File: config.mk
export PLATFORM = sky130hd
export DESIGN_NAME = cla_wide_add_seq_flat
export DESIGN_NICKNAME = d
export VERILOG_FILES = /design/src/rtl/cla_wide_add_seq_pkg.sv /design/src/rtl/cla_wide_add_seq_if.sv /design/src/rtl/cla_wide_add_seq_cla.sv /design/src/rtl/cla_wide_add_seq.sv /design/src/flat_wrapper.sv
export SDC_FILE = /design/constraint.sdc
export NUM_CORES = 1
export LEC_CHECK = 0
export ABC_AREA = 0
export CAP_MARGIN = 10
export CORE_MARGIN = 2
export CORE_UTILIZATION = 61
export CTS_CLUSTER_DIAMETER = 120
export DETAILED_ROUTE_END_ITERATION = 16
export DONT_BUFFER_PORTS = 1
export PLACE_DENSITY = 0.73
export SYNTH_ARGS = -nofsm -noshare
export SYNTH_HDL_FRONTEND = slang
export SYNTH_SLANG_ARGS = --single-unit
File: constraint.sdc
create_clock -name clk -period 4.56 [get_ports clk]
set_clock_uncertainty 0.15 [all_clocks]
set_input_delay 1.14 -clock clk [delete_from_list [all_inputs] [get_ports clk]]
set_output_delay 1.14 -clock clk [all_outputs]
set_load 0.1 [all_outputs]
File: src/rtl/cla_wide_add_seq_pkg.sv
// Shared constants for the wide add/subtract sequencer: slice width, FSM encodings,
// and the index-width helper.
package cla_wide_add_seq_pkg;

    localparam int unsigned WORD_W = 32;

    localparam logic [1:0] ST_IDLE = 2'd0;
    localparam logic [1:0] ST_RUN  = 2'd1;
    localparam logic [1:0] ST_DONE = 2'd2;

    // Slice-index width; at least one bit so that WORDS=1 still has a counter
    function automatic int unsigned idx_width(input int unsigned words);
        return (words > 1) ? $clog2(words) : 1;
    endfunction

endpackage

File: src/rtl/cla_wide_add_seq_if.sv
// Request/response bundle between a bignum client (master) and the wide-add sequencer (slave).
interface cla_wide_add_seq_if
    import cla_wide_add_seq_pkg::*;
#(
    parameter int unsigned WORDS = 4
);
    localparam int unsigned OP_W = WORDS * WORD_W;

    logic            in_valid;
    logic            in_ready;
    logic [OP_W-1:0] in_a;
    logic [OP_W-1:0] in_b;
    logic            in_cin;
    logic            in_sub;
    logic            out_valid;
    logic            out_ready;
    logic [OP_W-1:0] out_sum;
    logic            out_cout;
    logic            busy;

    modport master (
        output in_valid, in_a, in_b, in_cin, in_sub, out_ready,
        input  in_ready, out_valid, out_sum, out_cout, busy
    );

    modport slave (
        input  in_valid, in_a, in_b, in_cin, in_sub, out_ready,
        output in_ready, out_valid, out_sum, out_cout, busy
    );

endinterface

File: src/rtl/cla_wide_add_seq_cla.sv
// 32-bit recursive-doubling (Kogge-Stone) carry-lookahead adder; purely combinational.
module cla_wide_add_seq_cla
    import cla_wide_add_seq_pkg::*;
(
    input  logic [WORD_W-1:0] A,
    input  logic [WORD_W-1:0] B,
    input  logic              iniC,
    output logic [WORD_W-1:0] Sum,
    output logic              Carry
);
    localparam int unsigned LEVELS = $clog2(WORD_W);

    logic [WORD_W-1:0] g;
    logic [WORD_W-1:0] p;
    logic [WORD_W-1:0] gn;
    logic [WORD_W-1:0] pn;
    logic [WORD_W-1:0] c;

    // Prefix tree: after level s, g/p cover spans of 2^(s+1) bits ending at each position
    always_comb begin
        g = A & B;
        p = A ^ B;
        gn = g;
        pn = p;
        for (int s = 0; s < LEVELS; s++) begin
            gn = g;
            pn = p;
            for (int i = (1 << s); i < WORD_W; i++) begin
                gn[i] = g[i] | (p[i] & g[i - (1 << s)]);
                pn[i] = p[i] & p[i - (1 << s)];
            end
            g = gn;
            p = pn;
        end
        c     = {g[WORD_W-2:0] | (p[WORD_W-2:0] & {(WORD_W-1){iniC}}), iniC};
        Sum   = A ^ B ^ c;
        Carry = g[WORD_W-1] | (p[WORD_W-1] & iniC);
    end

endmodule

File: src/rtl/cla_wide_add_seq.sv
// WORDS*32-bit add/subtract: streams one 32-bit slice per cycle, LSW first, through a single
// shared CLA with the inter-slice carry held in a register.
module cla_wide_add_seq
    import cla_wide_add_seq_pkg::*;
#(
    parameter int unsigned WORDS = 4
)(
    input  logic                clk,
    input  logic                rst,
    cla_wide_add_seq_if.slave   bus
);
    localparam int unsigned OP_W  = WORDS * WORD_W;
    localparam int unsigned IDX_W = idx_width(WORDS);
    localparam logic [IDX_W-1:0] LAST = IDX_W'(WORDS - 1);

    logic [1:0]        state;
    logic [1:0]        state_d;
    logic [IDX_W-1:0]  idx;
    logic              carry;
    logic [OP_W-1:0]   a_q;
    logic [OP_W-1:0]   b_q;
    logic [OP_W-1:0]   sum_q;
    logic              cout_q;
    logic              out_valid_q;
    logic              in_ready_q;
    logic              busy_q;

    logic [WORD_W-1:0] cla_a;
    logic [WORD_W-1:0] cla_b;
    logic [WORD_W-1:0] cla_sum;
    logic              cla_carry;

    // Next-state logic; the illegal encoding falls back to IDLE
    always_comb begin
        state_d = state;
        case (state)
            ST_IDLE: if (bus.in_valid) state_d = ST_RUN;
            ST_RUN:  if (idx == LAST) state_d = ST_DONE;
            ST_DONE: if (bus.out_ready) state_d = ST_IDLE;
            default: state_d = ST_IDLE;
        endcase
    end

    // Slice mux onto the shared adder
    always_comb begin
        cla_a = '0;
        cla_b = '0;
        for (int w = 0; w < WORDS; w++) begin
            if (idx == IDX_W'(w)) begin
                cla_a = a_q[w*WORD_W +: WORD_W];
                cla_b = b_q[w*WORD_W +: WORD_W];
            end
        end
    end

    cla_wide_add_seq_cla u_cla (
        .A     (cla_a),
        .B     (cla_b),
        .Sum   (cla_sum),
        .iniC  (carry),
        .Carry (cla_carry)
    );

    always_ff @(posedge clk) begin
        if (rst) begin
            state       <= ST_IDLE;
            in_ready_q  <= 1'b1;
            busy_q      <= 1'b0;
            out_valid_q <= 1'b0;
            idx         <= '0;
            carry       <= 1'b0;
            a_q         <= '0;
            b_q         <= '0;
            sum_q       <= '0;
            cout_q      <= 1'b0;
        end else begin
            state       <= state_d;
            in_ready_q  <= (state_d == ST_IDLE);
            busy_q      <= (state_d != ST_IDLE);
            out_valid_q <= (state_d == ST_DONE);
            case (state)
                ST_IDLE: begin
                    // Subtract is A + ~B + 1, so invert B once at accept and seed carry with 1
                    if (bus.in_valid) begin
                        a_q   <= bus.in_a;
                        b_q   <= bus.in_sub ? ~bus.in_b : bus.in_b;
                        carry <= bus.in_sub | bus.in_cin;
                        idx   <= '0;
                    end
                end
                ST_RUN: begin
                    for (int w = 0; w < WORDS; w++) begin
                        if (idx == IDX_W'(w)) sum_q[w*WORD_W +: WORD_W] <= cla_sum;
                    end
                    carry <= cla_carry;
                    idx   <= idx + IDX_W'(1);
                    if (idx == LAST) cout_q <= cla_carry;
                end
                default: ;
            endcase
        end
    end

    assign bus.in_ready  = in_ready_q;
    assign bus.busy      = busy_q;
    assign bus.out_valid = out_valid_q;
    assign bus.out_sum   = sum_q;
    assign bus.out_cout  = cout_q;

endmodule

File: src/flat_wrapper.sv
// flat-port wrapper written by rule: the top's interface ports become plain ports
module cla_wide_add_seq_flat import cla_wide_add_seq_pkg::*;
#(
    parameter int unsigned WORDS = 4
)
  (clk, rst, bus_in_valid, bus_in_a, bus_in_b, bus_in_cin, bus_in_sub, bus_out_ready, bus_in_ready, bus_out_valid, bus_out_sum, bus_out_cout, bus_busy);
  cla_wide_add_seq_if #(.WORDS(WORDS)) bus_i ();
  input  logic clk;
  input  logic rst;
  input wire logic [$bits(bus_i.in_valid)-1:0] bus_in_valid;
  input wire logic [$bits(bus_i.in_a)-1:0] bus_in_a;
  input wire logic [$bits(bus_i.in_b)-1:0] bus_in_b;
  input wire logic [$bits(bus_i.in_cin)-1:0] bus_in_cin;
  input wire logic [$bits(bus_i.in_sub)-1:0] bus_in_sub;
  input wire logic [$bits(bus_i.out_ready)-1:0] bus_out_ready;
  output wire logic [$bits(bus_i.in_ready)-1:0] bus_in_ready;
  output wire logic [$bits(bus_i.out_valid)-1:0] bus_out_valid;
  output wire logic [$bits(bus_i.out_sum)-1:0] bus_out_sum;
  output wire logic [$bits(bus_i.out_cout)-1:0] bus_out_cout;
  output wire logic [$bits(bus_i.busy)-1:0] bus_busy;
  assign bus_i.in_valid = bus_in_valid;
  assign bus_i.in_a = bus_in_a;
  assign bus_i.in_b = bus_in_b;
  assign bus_i.in_cin = bus_in_cin;
  assign bus_i.in_sub = bus_in_sub;
  assign bus_i.out_ready = bus_out_ready;
  assign bus_in_ready = bus_i.in_ready;
  assign bus_out_valid = bus_i.out_valid;
  assign bus_out_sum = bus_i.out_sum;
  assign bus_out_cout = bus_i.out_cout;
  assign bus_busy = bus_i.busy;
  cla_wide_add_seq #(.WORDS(WORDS)) u_core (.clk(clk), .rst(rst), .bus(bus_i));
endmodule
==> impl_metrics.env, run 1 <==
export IMPL_synth_edf_count=0
export IMPL_cts_tree="done"
export IMPL_rr_startpoint="u_core.idx[1]"
export IMPL_status="finished clean"
export IMPL_min_path_type="reg -> reg"
export IMPL_dieArea_um2=32100
export IMPL_ctsHoldBuffers=0
export IMPL_multi_input_area_um2=10200
export IMPL_max_slew_margin_rel_pct=20.0
export IMPL_cp_start_kind="register"
export IMPL_antenna_found_initial=0
export IMPL_fin_util_pct=67.9
export IMPL_dp_cells=2738
export IMPL_drv_cap=0
export IMPL_rr_endpoint="u_core.bus.out_cout"
export IMPL_cts_buffers=42
export IMPL_synthDistinctLibCells=65
export IMPL_p_leak_uw=0.00755
export IMPL_reg2reg_setup_slack_ps=180
export IMPL_cts_clk_slew_worst_paths_ps=70
export IMPL_port_buffers=0
export IMPL_synth_xor_area_share_pct=6.92
export IMPL_wire_per_inst_um=20.5
export IMPL_clock_fmax_mhz=229
export IMPL_drive_gt1_share_pct=7.51
export IMPL_clockRootBuffer="clkbuf_16"
export IMPL_post_route_period_util_pct=96.0
export IMPL_wl_mm=57.8
export IMPL_vias_per_cell=6.05
export IMPL_r2r_cells=19
export IMPL_rows=64
export IMPL_gp_congestion=1.01
export IMPL_clock_sinks=393
export IMPL_slew_viol_final=0
export IMPL_hold_viol_final=0
export IMPL_async_reset_ff_share_pct=0
export IMPL_setup_viol_count_final=0
export IMPL_holdPathEnd="u_core.a_q[119]"
export IMPL_ys_warn_count=0
export IMPL_worst_slew_pin_transition_ps=1200
export IMPL_layout_nets=2690
export IMPL_critPathKind="reg -> reg"
export IMPL_gr_total_overflow=0
export IMPL_fin_cells=2820
export IMPL_h_tree_depth=2
export IMPL_postSynthCellCount=2476
export IMPL_syn_area_um2=18700
export IMPL_grt_max_degree=350
export IMPL_synth_seq_cells=393
export IMPL_grt_usage_pct=34.0
export IMPL_synth_nets=2775
export IMPL_post_route_drc_count=0
export IMPL_avgSynthCellArea_um2=7.56
export IMPL_min_path_cells=2
export IMPL_peakVddDrop_v=0.000297
export IMPL_fill_cells=2577
export IMPL_period_minus_slack_ps=4380
export IMPL_power_uw=8920
export IMPL_synth_ff_type="dfxtp_1"
export IMPL_coreArea_um2=30400
export IMPL_insertedDiodeCount=0
export IMPL_dpl_hpwl_mm=41.5
export IMPL_clk_latency_ps=540
export IMPL_end_kind="register"
export IMPL_regArea_um2=7870
export IMPL_layout_commonest_cell="nand2_1"
export IMPL_clock_path_buffers=3
export IMPL_crit_arrival_ps=4660
export IMPL_layout_common_cells="532 x nand2_1, 393 x dfxtp_1, 344 x a21oi_1, 296 x nor2_1, 144 x a211oi_1"
export IMPL_grt_pass1_vias=15045
export IMPL_grt_pass1_wl_mm=84.8
export IMPL_cp_max_fo=26
export IMPL_drtPass1Iterations=6
export IMPL_synthMuxAreaShare_pct=0.481
export IMPL_ant_nets=0
export IMPL_chipHeight_um=179
export IMPL_synth_top_family_by_area="compound AO/OA/AOI/OAI gates"
export IMPL_vias=17072
export IMPL_yosys_area_share_adder_pct=2.51
export IMPL_drt_iter0_drc=1754
export IMPL_synthSimpleGateAreaFrac_pct=21.3
export IMPL_die_w_um=179
export IMPL_critPathLaunch="u_core.idx[1]"
export IMPL_start_util_pct=61.5
export IMPL_power_density_nw_per_um2=432
export IMPL_synth_compound_area_share_pct=22.4
export IMPL_ys_seq_area_share_pct=42.0
export IMPL_hp_start="u_core.a_q[119]"
export IMPL_syn_to_final_growth_pct=10.3
export IMPL_io_pins=394
export IMPL_crit_required_ps=4840
## final cells by class
cell class	instances	area share, %
clock buffer	60	6.05
sequential	393	38.1
tap	396	2.40
timing repair buffer	69	3.17
multi-input combinational	1869	49.2
clock inverter	17	0.842
inverter	16	0.291
## layer usage
metal  share of wire [%]  routed length, µm  track usage (%)  up-vias
li1                    -                  -                -     8276
met1                  42              24300             46.7     7910
met2                  45              26200             53.6      771
met3                 8.5               4910             5.73      115
met4                 4.1               2350             13.0        0
met5                   0                  0                0        -
## critical path, stage by stage (launching register included)
cell      delay [ps]
dfxtp_1          460
inv_1            160
ha_4             250
buf_12           180
nand2_1           80
nor2_1            40
a21oi_1          130
nor2_1            60
a21oi_1          160
o21ai_0          200
ha_2             480
nand4_1          210
o22ai_2          210
nand2_1           80
nor4b_1          150
buf_4            140
a21bo_1          220
a2111o_1         410
and3_1           180
o41ai_2          280
## Yosys cell counts, types with 3 or more instances
master / n / area (µm²)
o311ai_0: 9 / 78.8
nor2_1: 296 / 1110
nand2_1: 533 / 2000
or3_1: 3 / 18.8
a21o_1: 11 / 82.6
nor2b_1: 4 / 25.0
o2111ai_1: 4 / 35.0
o21ai_2: 3 / 26.3
o31ai_1: 8 / 60.1
buf_1: 17 / 63.8
a21oi_1: 347 / 1740
xor2_1: 10 / 87.6
a32oi_1: 5 / 43.8
and3_1: 7 / 43.8
and2_1: 13 / 81.3
a211oi_1: 144 / 1080
inv_1: 16 / 60.1
nand3_1: 83 / 415
mux2i_1: 9 / 90.1
a2111o_1: 5 / 56.3
ha_1: 36 / 450
nand4_1: 6 / 37.5
o21ai_1: 17 / 85.1
buf_2: 3 / 15.0
clkbuf_1: 178 / 668
dfxtp_1: 393 / 7870
a21boi_0: 3 / 22.5
a31oi_1: 5 / 31.3
o21ai_0: 102 / 510
a21oi_2: 3 / 26.3
xnor2_1: 136 / 1190
o21bai_1: 5 / 37.5
nor3_1: 27 / 135
## sequential cells by signal, indices dropped and copies added, names as in the netlist
register	cells
u_core.b_q	128
u_core.carry	1
u_core.idx	2
u_core.bus.out_cout	1
u_core.bus.out_sum	128
u_core.state	2
u_core.bus.out_valid	1
u_core.a_q	128
u_core.bus.in_ready	1
u_core.bus.busy	1
## through the flow
step           hold slack (ps)  TNS, ps  setup WS, ps  instance area [µm²]
6_report                   305        0           184                20700
5_1_grt                    317    -7.15         -4.03                20700
2_1_floorplan              287        0           792                18700
4_1_cts                    305        0          42.9                20500
3_3_place_gp               293        0           176                19100
3_5_place_dp               297        0          57.4                19100
## cell families after synthesis
group,count (synthesis)
AO/OA/AOI/OAI,693
XOR/XNOR,147
adder cells (fa/ha/maj),37
buffers and inverters,214
flip-flops,393
multiplexers,9
AND/OR/NAND/NOR,983
## worst max path at each step
stage                        endpoint  slack [ps]
5_1_grt        u_core.bus.out_sum[28]          -4
2_1_floorplan  u_core.bus.out_sum[28]         790
3_3_place_gp   u_core.bus.out_sum[58]         180
3_5_place_dp   u_core.bus.out_sum[25]          60
6_report          u_core.bus.out_cout         180
4_1_cts        u_core.bus.out_sum[25]          40
## report_power, final
group,total (µW),switching (µW),internal [µW]
clock network,3510,1420,2080
registers,4030,388,3640
logic,1380,880,499
## what timing repair did
action,4_1_cts,5_1_grt
buffers inserted,0,5
endpoints found under the setup margin,0,45
gates resized for setup,0,14
No activity file was read; power rests on OpenSTA's default activity.
==> run 2: changes to the inputs <==
==> constraint.sdc (replaced) <==
create_clock -name clk -period 4.2 [get_ports clk]
set_clock_uncertainty 0.15 [all_clocks]
set_input_delay 1.05 -clock clk [delete_from_list [all_inputs] [get_ports clk]]
set_output_delay 1.05 -clock clk [all_outputs]
set_load 0.1 [all_outputs]
==> run 2 against run 1 <==
Net effect: largest power group unchanged; non-clock buffer count is 59 higher; via count rose by 1.3%; combinational power rose by 17%; die area did not move; cell count grew 2.0%; fmax up 7.9%; power grew 10%; wire length rose by 2.5%; setup slack lost 39 ps; register-to-register slack worse by 40 ps; utilization rose by 1.9 points.
==> impl_metrics.env, run 2 (synthesis gave the netlist of run 1 again) <==
export IMPL_reg2reg_setup_slack_ps=140
export IMPL_clockRootBuffer="clkbuf_16"
export IMPL_pre_cts_ws_ps=-139
export IMPL_grt_pass1_wl_mm=87.5
export IMPL_ctsHoldBuffers=0
export IMPL_fill_cells=2603
export IMPL_syn_to_final_growth_pct=13.4
export IMPL_crit_buf_inv=5
export IMPL_cpMostUsedCell="buf_4"
export IMPL_p_switching_uw=2920
export IMPL_max_slew_margin_rel_pct=17.8
export IMPL_grt_max_degree=350
export IMPL_crit_slowest_cell="ha_1"
export IMPL_post_route_drc_count=0
export IMPL_chipHeight_um=179
export IMPL_cts_buffers=40
export IMPL_hp_start="u_core.a_q[86]"
export IMPL_port_buffers=0
export IMPL_crit_arrival_ps=4320
export IMPL_clk_latency_ps=540
export IMPL_wl_met1_mm=24.9
export IMPL_end_kind="register"
export IMPL_drv_cap=0
export IMPL_pwr_share_clk_pct=39.0
export IMPL_power_density_nw_per_um2=463
export IMPL_coreArea_um2=30400
export IMPL_fin_util_pct=69.7
export IMPL_multi_input_area_um2=10200
export IMPL_cp_slowest_stage_delay_ps=430
export IMPL_r2r_cells=19
export IMPL_regArea_um2=7870
export IMPL_post_route_period_util_pct=96.5
export IMPL_p_comb_share_pct=16.5
export IMPL_p_sw_share_pct=29.7
export IMPL_wire_per_inst_um=20.6
export IMPL_worst_slew_pin_transition_ps=1230
export IMPL_setup_viol_count_final=0
export IMPL_drive_gt1_share_pct=10.2
export IMPL_insertedDiodeCount=0
export IMPL_cts_tree="done"
export IMPL_crit_required_ps=4460
export IMPL_rr_startpoint="u_core.idx[1]"
export IMPL_drt_iter0_drc=1728
export IMPL_vias_per_cell=6.02
export IMPL_p_seq_share_pct=44.5
export IMPL_antenna_found_initial=0
export IMPL_p_int_uw=6910
export IMPL_setup_tns_ps=0
export IMPL_grt_pass1_vias=15583
export IMPL_critPathKind="reg -> reg"
export IMPL_layout_common_cells="531 x nand2_1, 392 x dfxtp_1, 339 x a21oi_1, 295 x nor2_1, 144 x a211oi_1"
export IMPL_holdPathEnd="u_core.a_q[86]"
export IMPL_dr_max_layer_used="met4"
export IMPL_min_path_cells=2
export IMPL_dieArea_um2=32100
export IMPL_grt_usage_pct=35.0
export IMPL_clock_sinks=393
export IMPL_wl_mm=59.2
export IMPL_cp_top_family="compound AO/OA/AOI/OAI gates"
export IMPL_period_minus_slack_ps=4060
export IMPL_met2_length_mm=27.4
export IMPL_slew_viol_final=0
export IMPL_cp_start_kind="register"
export IMPL_peakVddDrop_v=0.000323
export IMPL_hold_viol_final=0
export IMPL_layout_nets=2747
export IMPL_clock_fmax_mhz=247
export IMPL_rr_endpoint="u_core.bus.out_sum[61]"
export IMPL_cts_clk_slew_worst_paths_ps=60
export IMPL_layout_commonest_cell="nand2_1"
export IMPL_dpl_hpwl_mm=42.4
export IMPL_h_tree_depth=2
export IMPL_dr_wl_met3_mm=4.87
export IMPL_setup_slack_ps=145
export IMPL_die_w_um=179
export IMPL_gr_total_overflow=0
export IMPL_ant_nets=0
export IMPL_cp_max_fo=6
export IMPL_min_path_type="reg -> reg"
export IMPL_rows=64
export IMPL_io_pins=394
export IMPL_start_util_pct=61.5
export IMPL_drtPass1Iterations=6
export IMPL_status="finished clean"
export IMPL_vias=17302
export IMPL_gp_congestion=0.910
export IMPL_worstPathCellList="inv_2, ha_4, buf_4, buf_4, a21oi_1, nor2_1, a21oi_1, o21ai_0, ha_1, buf_4, nand4_2, o21ai_1, o2111ai_1, o211a_1, a2111oi_4, buf_4, nor3_1, nor3b_4, o21ai_1"
export IMPL_clock_path_buffers=3
export IMPL_p_leak_uw=0.00786
[run 2: cell count changes in the layout (fill, tap and decap cells not counted), sizes merged]
cell | before | now
bufinv | 3 | 5
clkbuf | 61 | 58
buf | 68 | 128
inv | 18 | 16
clkinv | 12 | 8
clkinvlp | 0 | 2
[run 2: repair_timing]
action | 4_1_cts | 5_1_grt
resized for setup | 4 | 44
cloned | 0 | 0
pin swaps | 0 | 15
endpoints found under the setup margin | 43 | 66
buffers inserted | 6 | 15
[run 2: metal layers]
| layer | up-vias | GRT usage (%) |
|---|---|---|
| li1 | 8397 | - |
| met1 | 7996 | 47.9 |
| met2 | 795 | 56.3 |
| met3 | 114 | 5.09 |
| met4 | 0 | 12.2 |
| met5 | - | 0 |
[run 2: power by group through the flow]
stage	Clock [µW]	Sequential (µW)	Combinational, µW
after floorplan	0	4400	1030
after global placement	0	4440	1490
after detailed placement	0	4450	1510
after CTS	3840	4370	1530
after global routing	4010	4400	1750
final	3840	4370	1620
[run 2: through the flow]
stage / hold WS (ps) / instances / power, µW / instance area [µm²]
after global routing: 320 / 2875 / 10200 / 21200
after CTS: 305 / 2860 / 9750 / 21000
after detailed placement: 297 / 2781 / 5960 / 19400
after floorplan: 287 / 2476 / 5430 / 18700
after global placement: 292 / 2781 / 5930 / 19400
final: 305 / 2875 / 9830 / 21200
[run 2: worst max-delay path by stage]
stage | end | cells after the start | from | slack (ps)
6_report | u_core.bus.out_sum[61] | 19 | u_core.idx[1] | 140
5_1_grt | u_core.bus.out_sum[118] | 21 | u_core.idx[1] | -40
4_1_cts | u_core.bus.out_sum[63] | 18 | u_core.idx[0] | 30
3_5_place_dp | u_core.bus.out_sum[26] | 20 | u_core.idx[0] | -140
3_3_place_gp | u_core.bus.out_sum[58] | 17 | u_core.idx[0] | -50
2_1_floorplan | u_core.bus.out_sum[28] | 16 | u_core.idx[0] | 430
[run 2: layout make-up]
type / count / share of cell area [%]
multi-input combinational: 1869 / 48.3
sequential: 393 / 37.1
clock buffer: 58 / 5.75
timing repair buffer: 128 / 5.27
tap: 396 / 2.33
clock inverter: 15 / 1.02
inverter: 16 / 0.283
[run 2: worst reg2reg max path, delay by kind of cell, from the launching register on]
family / cells / cell delay, ps
flops: 1 / 350
compound gates: 8 / 1520
buf+inv: 5 / 720
fa+ha+maj: 2 / 650
simple gates: 4 / 550
==> run 3: changes to the inputs <==
--- a/config.mk
+++ b/config.mk
@@ -7,12 +7,14 @@
 export LEC_CHECK = 0
 export ABC_AREA = 0
 export CAP_MARGIN = 10
+export CORE_ASPECT_RATIO = 1.4
 export CORE_MARGIN = 2
 export CORE_UTILIZATION = 61
 export CTS_CLUSTER_DIAMETER = 120
 export DETAILED_ROUTE_END_ITERATION = 16
 export DONT_BUFFER_PORTS = 1
 export PLACE_DENSITY = 0.73
+export RECOVER_POWER = 25
 export SYNTH_ARGS = -nofsm -noshare
 export SYNTH_HDL_FRONTEND = slang
 export SYNTH_SLANG_ARGS = --single-unit
==> run 3 against run 2 <==
Net effect: the run now ends with capacitance limit, slew limit left; cell count is 1.1% lower; sequential power about the same; register-to-register slack worse by 20 ps; count of clock-buffer cells in the layout fell by 3; non-clock buffer count fell by 13; utilization down 0.22 points; via count is 2.6% lower; power is 3.8% lower; die area is essentially flat.
==> impl_metrics.env, run 3 (synthesis gave the netlist of run 1 again) <==
export IMPL_crit_buf_inv=5
export IMPL_ctsHoldBuffers=0
export IMPL_h_tree_depth=2
export IMPL_vias_per_cell=5.93
export IMPL_port_buffers=0
export IMPL_gp_congestion=0.930
export IMPL_drv_cap=1
export IMPL_grt_pass1_vias=15270
export IMPL_cp_top_family="compound AO/OA/AOI/OAI gates"
export IMPL_p_leak_uw=0.00774
export IMPL_drive_gt1_share_pct=9.27
export IMPL_crit_arrival_ps=4360
export IMPL_cp_start_kind="register"
export IMPL_clock_fmax_mhz=246
export IMPL_drtPass1Iterations=5
export IMPL_period_minus_slack_ps=4070
export IMPL_worst_slew_pin_transition_ps=2180
export IMPL_dieArea_um2=32100
export IMPL_grt_max_degree=350
export IMPL_holdWs_ps=305
export IMPL_dpl_hpwl_mm=39.5
export IMPL_antenna_found_initial=1
export IMPL_grt_usage_pct=32.3
export IMPL_ant_nets=0
export IMPL_wire_per_inst_um=19.6
export IMPL_cts_tree="done"
export IMPL_grt_pass1_wl_mm=83.1
export IMPL_critPathKind="reg -> reg"
export IMPL_die_w_um=152
export IMPL_layout_nets=2732
export IMPL_insertedDiodeCount=0
export IMPL_power_density_nw_per_um2=452
export IMPL_cts_buffers=38
export IMPL_stdcell_area_um2=20900
export IMPL_syn_to_final_growth_pct=11.9
export IMPL_setup_viol_count_final=0
export IMPL_max_slew_margin_rel_pct=-45.4
export IMPL_post_route_period_util_pct=96.9
export IMPL_clock_path_buffers=3
export IMPL_coreArea_um2=30100
export IMPL_end_kind="register"
export IMPL_crit_slowest_cell="a2111oi_4"
export IMPL_failed_checks="capacitance limit, slew limit"
export IMPL_crit_required_ps=4490
export IMPL_start_util_pct=62.1
export IMPL_vias=16860
export IMPL_status="complete, but fails checks"
export IMPL_wl_mm=55.6
export IMPL_clk_latency_ps=540
export IMPL_chipHeight_um=211
export IMPL_io_pins=394
export IMPL_clockRootBuffer="clkbuf_16"
export IMPL_min_path_type="reg -> reg"
export IMPL_post_route_drc_count=0
export IMPL_slew_viol_final=35
export IMPL_clock_sinks=393
export IMPL_peakVddDrop_v=0.000307
export IMPL_hold_viol_final=0
export IMPL_cts_clk_slew_worst_paths_ps=60
export IMPL_cp_max_fo=13
export IMPL_layout_common_cells="530 x nand2_1, 392 x dfxtp_1, 338 x a21oi_1, 295 x nor2_1, 144 x a211oi_1"
export IMPL_layout_commonest_cell="nand2_1"
export IMPL_cp_slowest_stage_delay_ps=330
export IMPL_place_area_um2=19300
export IMPL_gr_total_overflow=0
export IMPL_drt_iter0_drc=1406
export IMPL_rows=75
export IMPL_worstPathCellList="inv_2, ha_4, buf_4, buf_6, nor2_1, a21oi_1, nor2_1, a21oi_2, nor2_1, a21o_1, ha_1, a21oi_1, nand3b_4, a21boi_4, o311ai_2, buf_4, a2111oi_4, buf_4, o21ai_4, nor3b_4, o31ai_1"
[run 3: cell types whose count changed in the layout (fill, tap and decap cells not counted), sizes merged]
cell | previous run | this run
clkbuf | 58 | 60
bufinv | 5 | 4
clkinvlp | 2 | 1
buf | 128 | 110
clkinv | 8 | 5
inv | 16 | 17
[run 3: area by class of cell]
cell class | count | area (µm²)
Clock inverter | 11 | 165
Clock buffer | 55 | 1160
Inverter | 16 | 60.1
Multi-Input combinational cell | 1869 | 10200
Sequential cell | 393 | 7870
Fill cell | 2567 | 9180
Timing Repair Buffer | 115 | 1020
Tap cell | 385 | 482
[run 3: path summary, 6_finish.rpt]
path / start / cells past startpoint / end / slack, ps
worst max-delay path: u_core.idx[1] / 21 / u_core.bus.out_sum[28] / 130
worst min-delay path: u_core.a_q[5] / 2 / u_core.a_q[5] / 300
worst max register to register: u_core.idx[1] / 21 / u_core.bus.out_sum[28] / 130
worst min register to register: u_core.a_q[5] / 2 / u_core.a_q[5] / 300
[run 3: metal layers]
layer  global-route usage, %  share of wire (%)
met5                       0              0.023
met2                    53.0                 48
met3                    5.64                7.1
met1                    42.0                 41
met4                    14.0                4.5
[run 3: per-stage QoR]
| step | instances | TNS (ps) | setup WS, ps | power, µW | util (%) |
|---|---|---|---|---|---|
| final | 2844 | 0 | 128 | 9460 | 69.5 |
| after floorplan | 2476 | 0 | 432 | 5430 | - |
| after detailed placement | 2758 | 0 | 30.8 | 5860 | 64.2 |
| after global placement | 2758 | 0 | 72.6 | 5830 | 64.2 |
| after global routing | 2844 | -19.0 | -8.79 | 9790 | 69.5 |
| after CTS | 2824 | 0 | 34.6 | 9430 | 68.6 |
[run 3: repair_timing]
action                                  in CTS  in global routing
gates cloned                                 0                  2
pin swaps                                    1                 12
gates resized for setup                      0                 47
endpoints found under the setup margin       3                 91
endpoints found under the hold margin        0                  0
setup buffers                                0                 18
[run 3: worst register-to-register path: cells and delay by family, from the launching register on]
| family | cells | cell delay (ps) |
|---|---|---|
| and+or+nand+nor | 5 | 610 |
| AOI/OAI and AO/OA | 9 | 1600 |
| buffers and inverters | 5 | 820 |
| DFF | 1 | 320 |
| adders and majority gates | 2 | 500 |
[run 3: where the power goes]
| group | switching, µW | leakage, µW | internal (µW) |
|---|---|---|---|
| sequential | 423 | 0.00322 | 3950 |
| clock | 1440 | 0.000653 | 2160 |
| combinational | 919 | 0.00387 | 572 |
